==> src/rtl/decode_stage_pkg.sv <==
// Shared decode-stage definitions: opcodes, FSM state type and width defaults.
package decode_stage_pkg;

  localparam int unsigned IW_DEFAULT = 9;
  localparam int unsigned PW_DEFAULT = 8;

  localparam logic [3:0]  OP_BRZ    = 4'b1110;
  localparam logic [3:0]  OP_HALT   = 4'b1111;
  localparam logic [15:0] COUNT_MAX = 16'hFFFF;

  typedef enum logic [1:0] {
    START,
    RUN,
    FLUSH,
    HALTED
  } state_e;

endpackage

==> src/rtl/decode_stage_instr_field_decode.sv <==
// Combinational field split of an instruction word into opcode, branch offset
// and the two control-opcode flags; every other opcode passes through undecoded.
module instr_field_decode
  import decode_stage_pkg::*;
#(
  parameter int unsigned IW = IW_DEFAULT
) (
  input  logic [IW-1:0] instr_i,
  output logic [3:0]    opcode_o,
  output logic [4:0]    offset_o,
  output logic          is_brz_o,
  output logic          is_halt_o
);

  always_comb begin
    opcode_o  = instr_i[8:5];
    offset_o  = instr_i[4:0];
    is_brz_o  = (instr_i[8:5] == OP_BRZ);
    is_halt_o = (instr_i[8:5] == OP_HALT);
  end

endmodule

==> src/rtl/decode_stage.sv <==
// Decode stage: latches fetched instructions, resolves BRZ against the ALU zero
// flag, squashes the wrong-path slot after a taken branch and stops on HALT.
module decode_stage
  import decode_stage_pkg::*;
#(
  parameter int unsigned IW = IW_DEFAULT,
  parameter int unsigned PW = PW_DEFAULT
) (
  input  logic          CLK,
  input  logic          Init,
  input  logic [IW-1:0] Instr,
  input  logic [PW-1:0] PC,
  input  logic          Zero,
  input  logic          Stall,
  output logic [IW-1:0] InstrD,
  output logic [PW-1:0] PCD,
  output logic          ValidD,
  output logic          Branch,
  output logic [4:0]    Target,
  output logic          Halt,
  output logic [15:0]   InstrCount
);

  state_e        state_q, state_d;
  logic [IW-1:0] instr_q, instr_d;
  logic [PW-1:0] pc_q, pc_d;
  logic          valid_q, valid_d;
  logic          halt_q, halt_d;
  logic [15:0]   count_q, count_d;

  logic [3:0]    unused_opcode;
  logic [4:0]    offset;
  logic          is_brz;
  logic          is_halt;

  instr_field_decode #(.IW(IW)) u_fields (
    .instr_i   (instr_q),
    .opcode_o  (unused_opcode),
    .offset_o  (offset),
    .is_brz_o  (is_brz),
    .is_halt_o (is_halt)
  );

  always_comb begin
    Branch = valid_q & is_brz & Zero & ~Stall & (state_q == RUN);
    Target = Branch ? offset : '0;
  end

  always_comb begin
    state_d = state_q;
    instr_d = instr_q;
    pc_d    = pc_q;
    valid_d = valid_q;
    halt_d  = halt_q;
    count_d = count_q;
    if (!Stall) begin
      if (valid_q && (count_q != COUNT_MAX)) count_d = count_q + 16'd1;
      unique case (state_q)
        START, FLUSH: begin
          instr_d = Instr;
          pc_d    = PC;
          valid_d = 1'b1;
          state_d = RUN;
        end
        RUN: begin
          // Taken branch still latches the fall-through word, but marks it squashed.
          if (Branch) begin
            instr_d = Instr;
            pc_d    = PC;
            valid_d = 1'b0;
            state_d = FLUSH;
          end else if (valid_q && is_halt) begin
            valid_d = 1'b0;
            halt_d  = 1'b1;
            state_d = HALTED;
          end else begin
            instr_d = Instr;
            pc_d    = PC;
            valid_d = 1'b1;
          end
        end
        HALTED: ;
      endcase
    end
  end

  always_ff @(posedge CLK or posedge Init) begin
    if (Init) begin
      state_q <= START;
      instr_q <= '0;
      pc_q    <= '0;
      valid_q <= 1'b0;
      halt_q  <= 1'b0;
      count_q <= '0;
    end else begin
      state_q <= state_d;
      instr_q <= instr_d;
      pc_q    <= pc_d;
      valid_q <= valid_d;
      halt_q  <= halt_d;
      count_q <= count_d;
    end
  end

  always_comb begin
    InstrD     = instr_q;
    PCD        = pc_q;
    ValidD     = valid_q;
    Halt       = halt_q;
    InstrCount = count_q;
  end

endmodule
==> config.mk <==
export PLATFORM = sky130hd
export DESIGN_NAME = decode_stage
export DESIGN_NICKNAME = d
export VERILOG_FILES = /design/src/rtl/decode_stage_pkg.sv /design/src/rtl/decode_stage_instr_field_decode.sv /design/src/rtl/decode_stage.sv
export SDC_FILE = /design/constraint.sdc
export NUM_CORES = 1
export LEC_CHECK = 0
export ABC_AREA = 1
export BUFFER_PORTS_ARGS = -buffer_cell sky130_fd_sc_hd__buf_4
export CAP_MARGIN = 0
export CORE_MARGIN = 4
export CORE_UTILIZATION = 49
export CTS_CLUSTER_DIAMETER = 200
export DETAILED_ROUTE_END_ITERATION = 10
export PLACE_DENSITY = 0.84
export SYNTH_ARGS = -nofsm -noshare
export SYNTH_HDL_FRONTEND = slang
export SYNTH_SLANG_ARGS = --single-unit
==> constraint.sdc <==
create_clock -name CLK -period 3.4 [get_ports CLK]
set_input_delay 0.51 -clock CLK [delete_from_list [all_inputs] [get_ports CLK]]
set_output_delay 0.51 -clock CLK [all_outputs]
set_load 0.01 [all_outputs]
==> results by group, run 1 <==
Synthesis
  • Syn Area/Cell: around 7.4 um2
  • Synth top area share: 0.470
  • Register area share after synthesis: 0.470
  • Synthesized cell area: 1970 um2
  • Synth Register Bits: 37
  • Dominant cells by area after synthesis: dfrtp_1, nand2_1, nand3_1
  • Synth warn: 0
  • Mapped Cells: approximately 270
  • Post-synth net total: 290
  • Synth area leader: dfrtp_1
  • Post-synthesis cell type count: 27

Pwr
  • Cell Pwr Density: 483 nW/um2
  • Cell leakage power: ~1.4 nW
  • Worst VDD drop: a little over 400 uV

Drt
  • Via count: about 1900
  • WL/cell: 11.9 um
  • DRC: 0
  • DRT Wirelength: between 4000 and 5000 um
  • Initial DRT Pass Iterations: 4
  • Antenna-violating nets left: 0
  • Vias per Instance: about 5
  • Initial DRC Count: between 80 and 90

Layout
  • Inserted Diodes: 0
  • Commonest non-fill, non-tap cells in the layout: nand2_1, buf_4, dfrtp_1
  • Commonest non-fill, non-tap cell in the layout: nand2_1
  • Nets@finish: around 350
  • P&R area growth vs syn: 29.4%
  • Share of layout cells above drive strength 1: 0.247

Clocking
  • CTS tree: built
  • Clock latency on the worst-skew pair: approximately 0.29 ns
  • # Post-CTS Setup Buffers: 0
  • Clock Sinks: 37
  • Root Buffer: clkbuf_8
  • CTS H-tree depth: 2
  • CTS Buf Count: 5
  • Resized Gates After CTS: 0
  • CTS Hold Bufs: 0
  • Reg clk slew, reported paths: roughly 0.070 ns
  • Clock buffer depth: 2

Floorplan
  • # IOs: 62
  • Core area: 3770 um2
  • Die height: about 70 um
  • DIE AREA: around 5000 um2
  • Std cell rows: 22
  • Starting Density: 0.523
  • Die W: a little over 70 um

STA
  • RSZ-0062 raised after global routing: no
  • TNS Setup: 0 ns
  • Hold Fails Final Rpt: 0
  • Final slew viol count: 0
  • Fmax: 494 MHz
  • Final setup vio count: 0
  • Hold slack final: 0.299 ns
  • Final min period: slightly above 2 ns
  • Slew margin rel.: 0.576
  • Crit share post-route: 0.596
  • Worst Clk Skew: approximately 0.006 ns
  • Worst-Margin Slew: between 0.6 and 0.7 ns

Setup path
  • Critical Path RT: around 2.9 ns
  • Crit Reg-Reg Endpoint: InstrCount[13]
  • Setup crit start kind: flop
  • Crit. End Element: output port
  • Length in cells of the worst reg-to-reg path: 8
  • FF-to-FF setup slack: 1.62 ns
  • R2r startpoint: InstrCount[0]
  • Max FO, Critical Path: 7
  • CP Class: flop to output port
  • CP Data Arrival Time: between 1.5 and 2 ns

GRT
  • Number of global-route vias before repair: 1865
  • GRT Total Usage: 0.196
  • Largest net degree at the start of global routing: 24
  • Initial antenna violation count: 0
  • Grt ovf: 0
  • First-pass GRT wire length: 8070 um

Placement
  • IO Port Bufs: between 60 and 70
  • GP Congestion: a little over 0.8
  • Hpwl dp: between 3000 and 4000 um

Worst hold path
  • Tightest Hold Check Type: input pin to asynchronous set/reset pin

Flow run
  • Max-cap violations: 0

Status
  • Status: finished, final reports clean
==> sequential cells by signal, summed over array words and instances (netlist names) <==
register / cells
Halt: 1
InstrD: 9
PCD: 8
state_q: 2
ValidD: 1
InstrCount: 16
==> worst max-delay path, stage by stage (launching register included) <==
cell and delay, ns:
dfrtp_1 0.38, inv_1 0.07, nor3_1 0.17, nand2_1 0.10, inv_1 0.07, nand2_1 0.16, nor2_1 0.14, buf_4 0.13
==> cell usage after synthesis <==
cell type / instances
buf_4: 1
ha_1: 1
or2_0: 1
o21ai_0: 4
o21ai_4: 1
xnor2_1: 4
nand2_4: 1
nor2_2: 3
nand3_2: 2
a31oi_1: 1
clkbuf_1: 1
nand3b_1: 1
inv_1: 22
a21oi_1: 1
nor2_4: 1
nand4_1: 4
buf_6: 2
nand2_2: 2
nand2_1: 121
nand3_1: 25
nor2_1: 23
buf_2: 2
inv_2: 2
o21bai_1: 1
dfrtp_1: 37
xor2_1: 3
nor3_1: 1
==> through the flow <==
step | instance area (um2) | setup WS [ns] | utilization | total power [mW] | instances
floorplan | 1970 | 1.75 | - | 0.772 | 268
global placement | 2460 | 1.47 | 0.653 | 0.916 | 373
finish | 2550 | 1.37 | 0.677 | 1.23 | 380
CTS | 2550 | 1.35 | 0.677 | 1.25 | 380
detailed placement | 2460 | 1.43 | 0.653 | 0.927 | 373
global route | 2550 | 1.07 | 0.677 | 1.32 | 380
==> how the worst max path moves through the flow <==
stage	from	to	slack, ns	cells after the start
floorplan	Stall	Target[0]	1.75	7
global placement	Stall	Target[3]	1.47	9
detailed placement	Stall	Target[3]	1.43	9
CTS	InstrD[6]	Target[2]	1.35	7
global route	InstrD[6]	Target[1]	1.07	7
finish	InstrD[6]	Target[0]	1.37	7
==> layer usage <==
| metal | up-vias | track usage | part of all wire |
|---|---|---|---|
| met4 | 0 | 0.0585 | 0.010 |
| met3 | 6 | 0.0785 | 0.099 |
| li1 | 958 | - | - |
| met5 | - | 0 | 0 |
| met1 | 863 | 0.224 | 0.39 |
| met2 | 67 | 0.338 | 0.50 |
==> power by group <==
group	leakage (nW)	switching, mW	internal [mW]
registers	0.469	0.0775	0.509
logic	0.894	0.175	0.155
clock network	0.0433	0.156	0.160
total	1.41	0.408	0.825
==> cell families (layout without fill, tap and decap cells) <==
family	Yosys count	after routing	share of synthesized area
AO/OA/AOI/OAI	8	8	0.0279
flip-flops	37	37	0.470
XOR/XNOR	7	7	0.0311
adder cells (fa/ha/maj)	1	1	0.00634
buffers and inverters	30	94	0.0679
AND/OR/NAND/NOR	185	185	0.397
==> area by class of cell <==
type,count,area (um2)
fill,320,1220
timing repair buffer,63,473
inverter,24,90.1
tap,48,60.1
multi-input combinational,201,912
clock buffer,6,82.6
clock inverter,1,7.51
sequential,37,926
(Power assumes the default switching activity.)
==> run 2, diff against run 1 <==
--- a/config.mk
+++ b/config.mk
@@ -5,14 +5,14 @@
 export SDC_FILE = /design/constraint.sdc
 export NUM_CORES = 1
 export LEC_CHECK = 0
-export ABC_AREA = 1
+export ABC_AREA = 0
 export BUFFER_PORTS_ARGS = -buffer_cell sky130_fd_sc_hd__buf_4
 export CAP_MARGIN = 0
 export CORE_MARGIN = 4
 export CORE_UTILIZATION = 49
 export CTS_CLUSTER_DIAMETER = 200
 export DETAILED_ROUTE_END_ITERATION = 10
-export PLACE_DENSITY = 0.84
+export PLACE_DENSITY = 0.86
 export SYNTH_ARGS = -nofsm -noshare
 export SYNTH_HDL_FRONTEND = slang
 export SYNTH_SLANG_ARGS = --single-unit
==> constraint.sdc (replaced) <==
create_clock -name CLK -period 2 [get_ports CLK]
set_input_delay 0.3 -clock CLK [delete_from_list [all_inputs] [get_ports CLK]]
set_output_delay 0.3 -clock CLK [all_outputs]
set_load 0.01 [all_outputs]
==> results by group, run 2 <==
Synthesis
  • Synthesized cell area: ~1700 um2
  • Post-synthesis cell type count: 37
  • Synth area leader: dfrtp_1
  • Syn Area/Cell: 12.3 um2
  • Post-synth net total: approximately 160
  • Most frequent cells after synthesis: dfrtp_1, mux2_2, nand2_1
  • Synth Register Bits: 37
  • FFs w/ async S/R, synth: 1.00
  • Dominant cells by area after synthesis: dfrtp_1, mux2_2, xnor2_1
  • Number of synthesized flops with an enable pin: 0
  • Mapped Cells: 139
  • Synth top area share: 0.543
  • Register area share after synthesis: 0.543
  • Synth warn: 0
  • Top FF cell, synth: dfrtp_1
  • Count leader, synth: dfrtp_1

Drt
  • DRT Wirelength: ~3900 um
  • DRC: 0
  • Via count: between 1000 and 1500
  • Initial DRT Pass Iterations: 5
  • WL/cell: 15.0 um
  • Antenna-violating nets left: 0
  • Initial DRC Count: 52
  • Vias per Instance: roughly 5.3

Pwr
  • Power, Total: around 3.0 mW
  • Cell leakage power: 1.12 nW
  • Worst VDD drop: 899 uV
  • Cell Pwr Density: around 1300 nW/um2

Floorplan
  • Std cell rows: 21
  • Starting Density: 0.511
  • Die height: about 67 um
  • # IOs: 62
  • Core area: ~3300 um2
  • Die W: roughly 67 um
  • DIE AREA: approximately 4500 um2

Clocking
  • CTS H-tree depth: 2
  • Clock buffer depth: 2
  • CTS tree: built
  • Root Buffer: clkbuf_4
  • CTS Buf Count: 5
  • Clock Sinks: 37
  • Clock latency on the worst-skew pair: ~0.34 ns
  • Reg clk slew, reported paths: roughly 0.10 ns

Setup path
  • FF-to-FF setup slack: 0.25 ns
  • CP Class: flop to output port
  • Crit Reg-Reg Endpoint: InstrD[5]
  • Length in cells of the worst reg-to-reg path: 5
  • Worst setup startpoint: ValidD
  • CP Data Arrival Time: 1.60 ns
  • Setup crit start kind: flop
  • Crit. End Element: output port
  • Crit path capture: Target[0]
  • R2r startpoint: InstrD[8]
  • Max FO, Critical Path: 7
  • Critical Path RT: ~1.7 ns

STA
  • Slew margin rel.: 0.660
  • Final min period: 1.90 ns
  • Crit share post-route: 0.952
  • Hold slack final: 0.191 ns
  • Worst-Margin Slew: 0.496 ns
  • Final setup vio count: 0
  • Worst Clk Skew: around 0.010 ns
  • Final slew viol count: 0
  • Hold Fails Final Rpt: 0
  • Fmax: approximately 530 MHz

Placement
  • GP Congestion: roughly 0.83
  • Cell Area, Placed: between 2000 and 2500 um2
  • Placed cell count: between 200 and 250
  • IO Port Bufs: 61
  • Hpwl dp: between 2000 and 3000 um

GRT
  • Grt ovf: 0
  • Number of global-route vias before repair: between 1000 and 1500
  • Initial antenna violation count: 0
  • First-pass GRT wire length: 6270 um
  • Largest net degree at the start of global routing: 18
  • GRT Total Usage: 0.189

Layout
  • Share of layout cells above drive strength 1: 0.481
  • P&R area growth vs syn: 37.6%
  • Max reg flops: 16
  • Fill cells: approximately 250
  • Commonest non-fill, non-tap cells in the layout: buf_4, dfrtp_1, mux2_2
  • Inserted Diodes: 0
  • Final non-filler cell total: 260
  • Commonest non-fill, non-tap cell in the layout: buf_4
  • Nets@finish: between 200 and 250
  • Layout Utilization: 0.704
  • Finished Cell Area: 2350 um2

Status
  • Status: finished, final reports clean

Flow run
  • Max-cap violations: 0

Worst hold path
  • Tightest Hold Check Type: input pin to flop
run 2: worst min-delay path by stage:
stage                     endpoint  depth (start not counted)  startpoint  slack, ns
floorplan               state_q[0]                          1       Stall       0.39
global placement    InstrCount[13]                          2        Init       0.36
detailed placement  InstrCount[11]                          2        Init       0.37
CTS                      InstrD[1]                          2    Instr[1]       0.18
global route                PCD[4]                          2       PC[4]       0.17
finish                   InstrD[1]                          2    Instr[1]       0.19
run 2: timing repair:
item | 4_1_cts | 5_1_grt
gates resized for setup | 2 | 2
endpoints found under the setup margin | 5 | 5
gates cloned | 0 | 0
buffers inserted | 0 | 4
endpoints found under the hold margin | 12 | 0
hold buffers | 1 | 0
pin swaps | 0 | 0
run 2: cell type report:
cell class	instances	area [um2]	area share
flip-flops and latches	37	927	0.395
multi-input cells	95	762	0.324
repair buffers	70	528	0.225
well taps	46	57.6	0.0245
clock buffers	7	55.1	0.0234
inverters	5	18.8	0.00799
run 2: worst max-delay path, stage by stage (launching register included):
cell and delay (ns):
dfrtp_2 0.41, nor2b_4 0.18, nand2_1 0.11, nor3_2 0.16
buf_4 0.16, and2_1 0.13, buf_4 0.12
run 2: layer usage:
| metal | global-route usage | vias up | part of all wire |
|---|---|---|---|
| li1 | - | 647 | - |
| met1 | 0.205 | 665 | 0.39 |
| met2 | 0.326 | 63 | 0.50 |
| met3 | 0.0860 | 9 | 0.096 |
| met4 | 0.0532 | 0 | 0.014 |
| met5 | 0 | - | 0 |
run 2: per-stage QoR:
step | setup slack [ns] | TNS [ns]
4_1_cts | 0.0215 | 0
3_3_place_gp | 0.308 | 0
5_1_grt | -0.00620 | -0.00620
2_1_floorplan | 0.155 | 0
3_5_place_dp | 0.233 | 0
6_report | 0.0956 | 0
run 2: cells by family after synthesis:
| group | synth area share |
|---|---|
| buffers and inverters | 0.0183 |
| muxes | 0.128 |
| DFF | 0.543 |
| and+or+nand+nor | 0.163 |
| xor gates and xnor gates | 0.0565 |
| adders and majority gates | 0.00733 |
| AOI/OAI and AO/OA | 0.0843 |
run 2: power breakdown:
group | internal (mW) | switching, mW | leakage, nW
logic | 0.743 | 0.565 | 0.645
registers | 1.03 | 0.288 | 0.448
clock network | 0.166 | 0.230 | 0.0314
